--- config.mk ---
export PLATFORM = sky130hd
export DESIGN_NAME = alu_issue_arb
export DESIGN_NICKNAME = d
export VERILOG_FILES = /design/src/rtl/alu_issue_arb.sv
export SDC_FILE = /design/constraint.sdc
export NUM_CORES = 1
export LEC_CHECK = 0
export BUFFER_PORTS_ARGS = -buffer_cell sky130_fd_sc_hd__buf_2
export CAP_MARGIN = 20
export CORE_AREA = 2 2 155 157
export CTS_BUF_LIST = sky130_fd_sc_hd__clkbuf_4 sky130_fd_sc_hd__clkbuf_8
export DETAILED_ROUTE_END_ITERATION = 10
export DIE_AREA = 0 0 157 159
export GPL_TIMING_DRIVEN = 0
export SLEW_MARGIN = 20
export SYNTH_ARGS = -nofsm -noshare
export SYNTH_HDL_FRONTEND = slang
export SYNTH_SLANG_ARGS = --single-unit
--- constraint.sdc ---
create_clock -name clk -period 3.88 [get_ports clk]
set_input_delay 0.776 -clock clk [delete_from_list [all_inputs] [get_ports clk]]
set_output_delay 0.776 -clock clk [all_outputs]
set_load 0.02 [all_outputs]
--- src/rtl/alu_issue_arb.sv ---
// alu_issue_arb: ALU issue slot with N-way arbiter; define ALU_ISSUE_RR_EN for round-robin, else fixed priority
module alu_issue_arb #(
  parameter int NUM_REQ = 4,
  parameter int TAG_W   = 6,
  parameter int OP_W    = 4
) (
  input  logic                     clk,
  input  logic                     rst_n,
  input  logic                     flush,
  input  logic [NUM_REQ-1:0]       req_valid,
  input  logic [NUM_REQ*OP_W-1:0]  req_op,
  input  logic [NUM_REQ*32-1:0]    req_a,
  input  logic [NUM_REQ*32-1:0]    req_b,
  input  logic [NUM_REQ*TAG_W-1:0] req_tag,
  output logic [NUM_REQ-1:0]       req_grant,
  output logic                     iss_valid,
  output logic [OP_W-1:0]          iss_op,
  output logic [31:0]              iss_a,
  output logic [31:0]              iss_b,
  output logic [TAG_W-1:0]         iss_tag,
  input  logic                     iss_ready,
  output logic [15:0]              busy_cnt
);
  localparam int IW = (NUM_REQ > 1) ? $clog2(NUM_REQ) : 1;
  localparam logic [OP_W-1:0] NO_ALU = '0;
  logic              slot_free, hit, granted;
  logic [IW-1:0]     start, gidx;
  logic [IW:0]       j;
  logic              iss_valid_q, iss_valid_d;
  logic [OP_W-1:0]   iss_op_q, iss_op_d;
  logic [31:0]       iss_a_q, iss_a_d, iss_b_q, iss_b_d;
  logic [TAG_W-1:0]  iss_tag_q, iss_tag_d;
  logic [15:0]       busy_cnt_q, busy_cnt_d;
`ifdef ALU_ISSUE_RR_EN
  logic [IW-1:0]     ptr_q, ptr_d;
  assign start = ptr_q;
`else
  assign start = '0;
`endif

  assign slot_free = !iss_valid_q || iss_ready;

  // Search requesters starting at 'start'; scanning in reverse lets the first hit after start win
  always_comb begin
    hit  = 1'b0;
    gidx = '0;
    j    = '0;
    for (int k = NUM_REQ - 1; k >= 0; k--) begin
      j = {1'b0, start} + (IW+1)'(k);
      j = (j >= (IW+1)'(NUM_REQ)) ? j - (IW+1)'(NUM_REQ) : j;
      if (req_valid[j[IW-1:0]]) begin
        hit  = 1'b1;
        gidx = j[IW-1:0];
      end
    end
    granted   = rst_n && hit && slot_free && !flush;
    req_grant = granted ? (NUM_REQ'(1) << gidx) : '0;
  end

  // Next slot state: flush kills, grant loads, acceptance without grant empties; stall counter saturates
  always_comb begin
    iss_valid_d = flush ? 1'b0 : granted ? 1'b1 : iss_ready ? 1'b0 : iss_valid_q;
    iss_op_d    = granted ? req_op[gidx*OP_W +: OP_W]    : iss_op_q;
    iss_a_d     = granted ? req_a[gidx*32 +: 32]         : iss_a_q;
    iss_b_d     = granted ? req_b[gidx*32 +: 32]         : iss_b_q;
    iss_tag_d   = granted ? req_tag[gidx*TAG_W +: TAG_W] : iss_tag_q;
    busy_cnt_d  = (iss_valid_q && !iss_ready && busy_cnt_q != 16'hFFFF) ? busy_cnt_q + 16'd1 : busy_cnt_q;
`ifdef ALU_ISSUE_RR_EN
    ptr_d       = !granted ? ptr_q : (gidx == IW'(NUM_REQ - 1)) ? '0 : gidx + IW'(1);
`endif
  end

  // Slot, payload, stall counter and pointer registers
  always_ff @(posedge clk or negedge rst_n) begin
    if (!rst_n) begin
      iss_valid_q <= 1'b0;
      iss_op_q    <= NO_ALU;
      iss_a_q     <= '0;
      iss_b_q     <= '0;
      iss_tag_q   <= '0;
      busy_cnt_q  <= '0;
`ifdef ALU_ISSUE_RR_EN
      ptr_q       <= '0;
`endif
    end else begin
      iss_valid_q <= iss_valid_d;
      iss_op_q    <= iss_op_d;
      iss_a_q     <= iss_a_d;
      iss_b_q     <= iss_b_d;
      iss_tag_q   <= iss_tag_d;
      busy_cnt_q  <= busy_cnt_d;
`ifdef ALU_ISSUE_RR_EN
      ptr_q       <= ptr_d;
`endif
    end
  end

  assign iss_valid = iss_valid_q;
  assign iss_op    = iss_op_q;
  assign iss_a     = iss_a_q;
  assign iss_b     = iss_b_q;
  assign iss_tag   = iss_tag_q;
  assign busy_cnt  = busy_cnt_q;
endmodule

==> out/qor.log, run 1 <==
[floorplanning] number of core rows 56
[synthesis] biggest area contributors in the synthesized netlist sky130_fd_sc_hd__dfrtp_1 44%, sky130_fd_sc_hd__mux2i_1 14%, sky130_fd_sc_hd__a221oi_1 12%
[place] count of input and output buffers 397
[timing] worst max-slew margin expressed relative to the limit 43.9%
[cts] Sink Count 91
[synthesis] synthesized net count 816
[synthesis] number of instances in the synthesized netlist 511
[finish] leading cell type in the layout, fill and taps excluded sky130_fd_sc_hd__buf_2
[finish] number of nets in the final layout 1,226
[drt] wire length per cell 18.1 um
[synthesis] top cell type's share of synthesized area 44.3%
[finish] final design utilization 33.6%
[grt] pin count of the biggest net entering global routing 50
[place] placement-stage worst setup slack 0.168 ns
[grt] via count of the first global-routing pass 5,999
[cts] TritonCTS buffer count 9
[finish] most frequent cells in the layout 422 x sky130_fd_sc_hd__buf_2, 91 x sky130_fd_sc_hd__dfrtp_1, 79 x sky130_fd_sc_hd__nor2_1
[place] area of placed instances 0.00757 mm^2
[synthesis] number of distinct library cell variants in the gate-level netlist after synthesis 32
[timing] Final setup viols 0
[cts] Worst-Skew Late Latency 0.37 ns
[grt] global-route usage over all layers 17.4%
[drt] via-per-instance ratio 4.80
[finish] area growth from synthesis to layout 51.7%
[synthesis] total standard cell area after synthesis 0.00514 mm^2
[cts] clock-pin slew on the worst setup and hold paths 0.11 ns
[finish] final instance area 0.00779 mm^2
[synthesis] average cell area after synthesis 10.1 um^2
[critical_path] type of element capturing the critical path primary output
[cts] Resize count post-CTS 0
[finish] number of standard cells in the layout, taps in and fillers out 1,249
[critical_path] CP arrival 2.82 ns
[power] static leakage 3.86 nW
[cts] postcts setup bufs 0
[power] worst IR drop on VDD 0.226 mV
[drt] vias post-DR 5,992
[critical_path] type of element launching the critical path input pin
[min_path] path category of the worst min-delay check in -> async
[grt] total congestion overflow after global routing 0
[timing] crit path setup slack, layout 0.287 ns
[floorplanning] IO Pins 399
[synthesis] Yosys reg bits 91
[timing] Tmin final 3.59 ns
[timing] Final Max Slew Viols 0
[place] number of placed cells counting well taps 1,229
[floorplanning] Die Outline Area 0.0250 mm^2
[timing] unrepaired setup endpoints after global routing no
[cts] root buffer selected by CTS sky130_fd_sc_hd__clkbuf_8
[cts] CTS max path bufs 2
[flow_run] count of max-cap constraint violations 0
[cts] Max H-tree Level 3
[drt] Total Wirelength 22.6 mm
[outcome] status finished, final reports clean
[critical_path] startpoint-to-endpoint class of the critical path in -> out
[synthesis] sequential-to-total area share from yosys stat 44.3%
[grt] antenna violations before repair 5
[synthesis] dominant cell type by area after synthesis sky130_fd_sc_hd__dfrtp_1
[floorplanning] starting density of the core 22.1%
[drt] Antenna Violating Nets Remaining 0
[floorplanning] core region area 0.0232 mm^2
[place] RD Place Congestion 0.868
[floorplanning] die height 159 um
[drt] First-pass DRT Iterations 5
[timing] Fmax 0.278 GHz
[timing] final clock skew 0.0130 ns
[critical_path] top fanout value on the critical path 10
[power] Power Dens Cells 381 mW/mm^2
[cts] TritonCTS clock tree yes
[critical_path] required time of the critical path 3.10 ns
[drt] DRC 0
[cts] count of hold-fix buffers inserted at cts 0
[floorplanning] Die Span X 157 um
[place] HPWL after DPL 18.2 mm
[timing] Hold Fails Final Rpt 0
[timing] Least-Margin Pin Slew 0.829 ns
[drt] iteration-0 DRC count of the detailed router 430
[timing] share of the clock period used by the worst path 92.6%
[grt] first-pass GRT wire length 33.6 mm
[finish] layout cell share with drive strength beyond 1 48.6%
[synthesis] Syn. warnings 0
==> cells in the mapped netlist <==
cell type and count:
sky130_fd_sc_hd__o2111ai_1 1, sky130_fd_sc_hd__inv_1 2, sky130_fd_sc_hd__a222oi_1 2, sky130_fd_sc_hd__mux2i_1 72, sky130_fd_sc_hd__nor3b_1 3, sky130_fd_sc_hd__ha_1 1
sky130_fd_sc_hd__nor4b_1 2, sky130_fd_sc_hd__nand2_1 7, sky130_fd_sc_hd__nand4_2 1, sky130_fd_sc_hd__buf_6 4, sky130_fd_sc_hd__nor4_1 5, sky130_fd_sc_hd__clkbuf_1 21
sky130_fd_sc_hd__a31oi_1 2, sky130_fd_sc_hd__and4_1 1, sky130_fd_sc_hd__or3_1 1, sky130_fd_sc_hd__o21ai_0 2, sky130_fd_sc_hd__and2_1 2, sky130_fd_sc_hd__mux2_2 1
sky130_fd_sc_hd__or4_4 1, sky130_fd_sc_hd__nand2b_1 2, sky130_fd_sc_hd__nor2_1 79, sky130_fd_sc_hd__nand3_1 4, sky130_fd_sc_hd__buf_2 26, sky130_fd_sc_hd__xor2_1 15
sky130_fd_sc_hd__nor3_1 8, sky130_fd_sc_hd__nand4_1 6, sky130_fd_sc_hd__a221oi_1 72, sky130_fd_sc_hd__and3_1 2, sky130_fd_sc_hd__and4_4 1, sky130_fd_sc_hd__a21oi_1 2
sky130_fd_sc_hd__dfrtp_1 91, sky130_fd_sc_hd__o22ai_1 72
==> where the power goes <==
| group | leakage [nW] | total (mW) | switching [mW] | internal (mW) |
|---|---|---|---|---|
| Combinational | 2.69 | 1.03 | 0.599 | 0.428 |
| Sequential | 1.06 | 1.23 | 0.115 | 1.11 |
| Clock | 0.108 | 0.714 | 0.390 | 0.323 |
| Total | 3.86 | 2.97 | 1.10 | 1.86 |
==> critical path: stages <==
cell	delay (ns)
sky130_fd_sc_hd__clkbuf_1	0.18
sky130_fd_sc_hd__nor3b_1	0.60
sky130_fd_sc_hd__clkbuf_1	0.63
sky130_fd_sc_hd__buf_2	0.33
sky130_fd_sc_hd__and2_1	0.14
sky130_fd_sc_hd__buf_2	0.15
==> final cells by class <==
class | instances | area, um^2
Multi-Input combinational cell | 367 | 2600
Fill cell | 2459 | 15400
Inverter | 2 | 7.51
Clock inverter | 6 | 70.1
Antenna cell | 4 | 10.0
Clock buffer | 10 | 138
Tap cell | 319 | 399
Sequential cell | 91 | 2280
Buffer | 51 | 254
Timing Repair Buffer | 399 | 2030
==> worst paths after layout <==
check,startpoint,endpoint,slack [ns],cells past startpoint
worst max-delay path,req_valid[0],req_grant[2],0.29,6
worst min-delay path,rst_n,busy_cnt[0],0.33,1
worst max register to register,iss_valid,iss_a[26],1.63,6
worst min register to register,busy_cnt[15],busy_cnt[15],0.50,1
max in group asynchronous,rst_n,iss_a[13],2.92,2
min in group clk,busy_cnt[15],busy_cnt[15],0.50,1
==> layer usage <==
metal | vias up | GRT usage, % | routed length, um | share of wire, %
met5 | - | 0 | 13 | 0.057
met4 | 2 | 5.25 | 461 | 2.0
met3 | 34 | 4.74 | 1860 | 8.2
met2 | 305 | 30.7 | 11300 | 50
met1 | 2811 | 20.4 | 8960 | 40
li1 | 2840 | - | - | -
==> kinds of logic (layout without fill, tap and decap cells) <==
kind of cell | count (synthesis) | count (layout) | share of synthesized area (%)
adders and majority gates | 1 | 1 | 0.244
and+or+nand+nor | 125 | 125 | 11.3
DFF | 91 | 91 | 44.3
muxes | 73 | 73 | 14.3
buffers and inverters | 53 | 468 | 5.09
xor gates and xnor gates | 15 | 15 | 2.56
other | 0 | 4 | 0
AOI/OAI and AO/OA | 153 | 153 | 22.2
==> sequential cells by signal, indices dropped and copies added, names as in the netlist <==
signal	count
busy_cnt	16
iss_a	32
iss_b	32
iss_op	4
iss_tag	6
iss_valid	1
==> stage by stage <==
step	hold slack [ns]	TNS (ns)	power [mW]
detailed placement	0.489	0	2.28
CTS	0.319	0	3.01
global route	0.328	0	3.16
global placement	0.481	-53.89	2.26
finish	0.329	0	2.97
floorplan	0.480	0	1.79
Power figures use the tool's default switching activity.
==> inputs of run 2 (changes only) <==
--- a/config.mk
+++ b/config.mk
@@ -5,12 +5,12 @@
 export SDC_FILE = /design/constraint.sdc
 export NUM_CORES = 1
 export LEC_CHECK = 0
-export BUFFER_PORTS_ARGS = -buffer_cell sky130_fd_sc_hd__buf_2
 export CAP_MARGIN = 20
 export CORE_AREA = 2 2 155 157
 export CTS_BUF_LIST = sky130_fd_sc_hd__clkbuf_4 sky130_fd_sc_hd__clkbuf_8
 export DETAILED_ROUTE_END_ITERATION = 10
 export DIE_AREA = 0 0 157 159
+export DONT_BUFFER_PORTS = 1
 export GPL_TIMING_DRIVEN = 0
 export SLEW_MARGIN = 20
 export SYNTH_ARGS = -nofsm -noshare
==> run 2 against run 1 <==
Against the previous run:
- clock power is 0.6% higher
- utilization is 8.7 points lower
- routed wire length is 9.3% lower
- worst hold slack worse by 0.26 ns
- register-to-register slack worse by 0.27 ns
- non-clock buffer count is 398 lower
- critical endpoint is now req_grant[1]
- largest cell class unchanged
==> out/qor.log, run 2 (synthesis gave the netlist of run 1 again) <==
[timing] unrepaired setup endpoints after global routing no [unchanged]
[floorplanning] IO Pins 399 [unchanged]
[flow_run] count of max-cap constraint violations 0 [unchanged]
[drt] iteration-0 DRC count of the detailed router 348 [was 430]
[cts] TritonCTS clock tree yes [unchanged]
[power] Power Dens Cells 458 mW/mm^2 [was 381 mW/mm^2]
[critical_path] critical path startpoint iss_valid [was req_valid[0]]
[timing] Fmax 0.279 GHz [was 0.278 GHz]
[cts] Max H-tree Level 3 [unchanged]
[critical_path] top fanout value on the critical path 10 [unchanged]
[place] RD Place Congestion 0.829 [was 0.868]
[cts] TritonCTS buffer count 9 [unchanged]
[power] worst IR drop on VDD 0.249 mV [was 0.226 mV]
[finish] number of nets in the final layout 828 [was 1,226]
[finish] most frequent cells in the layout 91 x sky130_fd_sc_hd__dfrtp_1, 79 x sky130_fd_sc_hd__nor2_1, 72 x sky130_fd_sc_hd__a221oi_1, 72 x sky130_fd_sc_hd__mux2i_1, 72 x sky130_fd_sc_hd__o22ai_1 [was 422 x sky130_fd_sc_hd__buf_2, 91 x sky130_fd_sc_hd__dfrtp_1, 79 x sky130_fd_sc_hd__nor2_1]
[timing] final clock skew 0.0151 ns [was 0.0130 ns]
[floorplanning] number of core rows 56 [unchanged]
[critical_path] FF-to-FF End iss_a[26] [unchanged]
[cts] Worst-Skew Late Latency 0.38 ns [was 0.37 ns]
[grt] pin count of the biggest net entering global routing 96 [was 50]
[timing] Least-Margin Pin Slew 0.767 ns [was 0.829 ns]
[critical_path] type of element capturing the critical path primary output [unchanged]
[critical_path] reg-to-reg startpoint iss_valid [unchanged]
[floorplanning] starting density of the core 22.1% [unchanged]
[cts] Sink Count 91 [unchanged]
[timing] Final setup viols 0 [unchanged]
[drt] First-pass DRT Iterations 4 [was 5]
[grt] global-route usage over all layers 15.5% [was 17.4%]
[finish] layout cell share with drive strength beyond 1 10.0% [was 48.6%]
[power] static leakage 2.27 nW [was 3.86 nW]
[place] area of placed instances 0.00555 mm^2 [was 0.00757 mm^2]
[critical_path] startpoint-to-endpoint class of the critical path reg -> out [was in -> out]
[drt] Total Wirelength 20.5 mm [was 22.6 mm]
[min_path] path category of the worst min-delay check in -> async [unchanged]
[timing] worst max-slew margin expressed relative to the limit 48.1% [was 43.9%]
[drt] DRC 0 [unchanged]
[cts] root buffer selected by CTS sky130_fd_sc_hd__clkbuf_8 [unchanged]
[grt] total congestion overflow after global routing 0 [unchanged]
[finish] final instance area 0.00577 mm^2 [was 0.00779 mm^2]
[timing] Final Max Slew Viols 0 [unchanged]
[timing] Tmin final 3.58 ns [was 3.59 ns]
[grt] antenna violations before repair 1 [was 5]
[floorplanning] die height 159 um [unchanged]
[cts] postcts setup bufs 0 [unchanged]
[outcome] status finished, final reports clean [unchanged]
[critical_path] CP arrival 2.81 ns [was 2.82 ns]
[timing] Hold Fails Final Rpt 0 [unchanged]
[critical_path] critical path capture point req_grant[1] [was req_grant[2]]
[finish] area growth from synthesis to layout 12.4% [was 51.7%]
[drt] wire length per cell 24.2 um [was 18.1 um]
[grt] via count of the first global-routing pass 4,597 [was 5,999]
[drt] via-per-instance ratio 5.47 [was 4.80]
[critical_path] type of element launching the critical path flip-flop [was input pin]
[critical_path] required time of the critical path 3.10 ns [about the same]
[floorplanning] Die Span X 157 um [unchanged]
[cts] clock-pin slew on the worst setup and hold paths 0.11 ns [about the same]
[critical_path] Register-to-Register Path Depth 6 [unchanged]
[cts] CTS max path bufs 2 [unchanged]
[timing] summed negative setup slack over all endpoints 0 ns [unchanged]
[place] count of input and output buffers 0 [was 397]
[floorplanning] Die Outline Area 0.0250 mm^2 [unchanged]
[floorplanning] core region area 0.0232 mm^2 [unchanged]
[finish] leading cell type in the layout, fill and taps excluded sky130_fd_sc_hd__dfrtp_1 [was sky130_fd_sc_hd__buf_2]
[power] Design Power 2.64 mW [was 2.97 mW]
[timing] share of the clock period used by the worst path 92.3% [was 92.6%]
[drt] vias post-DR 4,635 [was 5,992]
[grt] first-pass GRT wire length 28.8 mm [was 33.6 mm]
[critical_path] minimum setup slack among reg-to-reg paths 1.36 ns [was 1.63 ns]
[place] HPWL after DPL 16.4 mm [was 18.2 mm]
[drt] Antenna Violating Nets Remaining 0 [unchanged]
run 2: layer usage:
layer | global-route usage [%] | up-vias | wire [um]
met3 | 5.53 | 28 | 2050
met5 | 0 | - | 0
met2 | 26.7 | 295 | 10100
met4 | 4.80 | 0 | 502
li1 | - | 2036 | -
met1 | 17.9 | 2276 | 7840
run 2: worst min path at each step:
stage,endpoint
finish,busy_cnt[1]
global route,busy_cnt[1]
CTS,busy_cnt[7]
detailed placement,busy_cnt[1]
global placement,busy_cnt[1]
floorplan,busy_cnt[0]
run 2: critical path: stages (launching register included):
cell and delay, ns:
sky130_fd_sc_hd__dfrtp_1 0.48, sky130_fd_sc_hd__nand2b_1 0.11, sky130_fd_sc_hd__clkbuf_1 0.29, sky130_fd_sc_hd__nand4_2 0.55
sky130_fd_sc_hd__buf_2 0.40, sky130_fd_sc_hd__nor3_1 0.59
run 2: power by group:
group | leakage [nW] | internal [mW] | switching (mW)
sequential | 1.06 | 1.11 | 0.378
combinational | 1.11 | 0.209 | 0.229
clock | 0.103 | 0.311 | 0.407
total | 2.27 | 1.63 | 1.01
run 2: repair_timing:
item                                    in CTS  in global routing
endpoints found under the setup margin       0                  1
hold buffers                                 0                  0
resized for setup                            0                  3
run 2: cell type report:
class                   count  area [um^2]
diodes                      1         2.50
plain buffers              51          260
clock buffers               9          124
clock inverters             7         83.8
fillers                  2513        17400
inverters                   2         7.51
multi-input cells         367         2610
flip-flops and latches     91         2280
well taps                 319          399
repair buffers              1         11.3
run 2: through the flow:
step                std cells  hold WS (ns)  util, %  setup slack (ns)
floorplan                 511         0.480        -             0.987
global placement          830         0.483     23.9            0.0975
detailed placement        831         0.483     23.9             0.109
CTS                       847        0.0329     24.8             0.102
global route              848        0.0203     24.9             0.127
finish                    848        0.0690     24.9             0.298
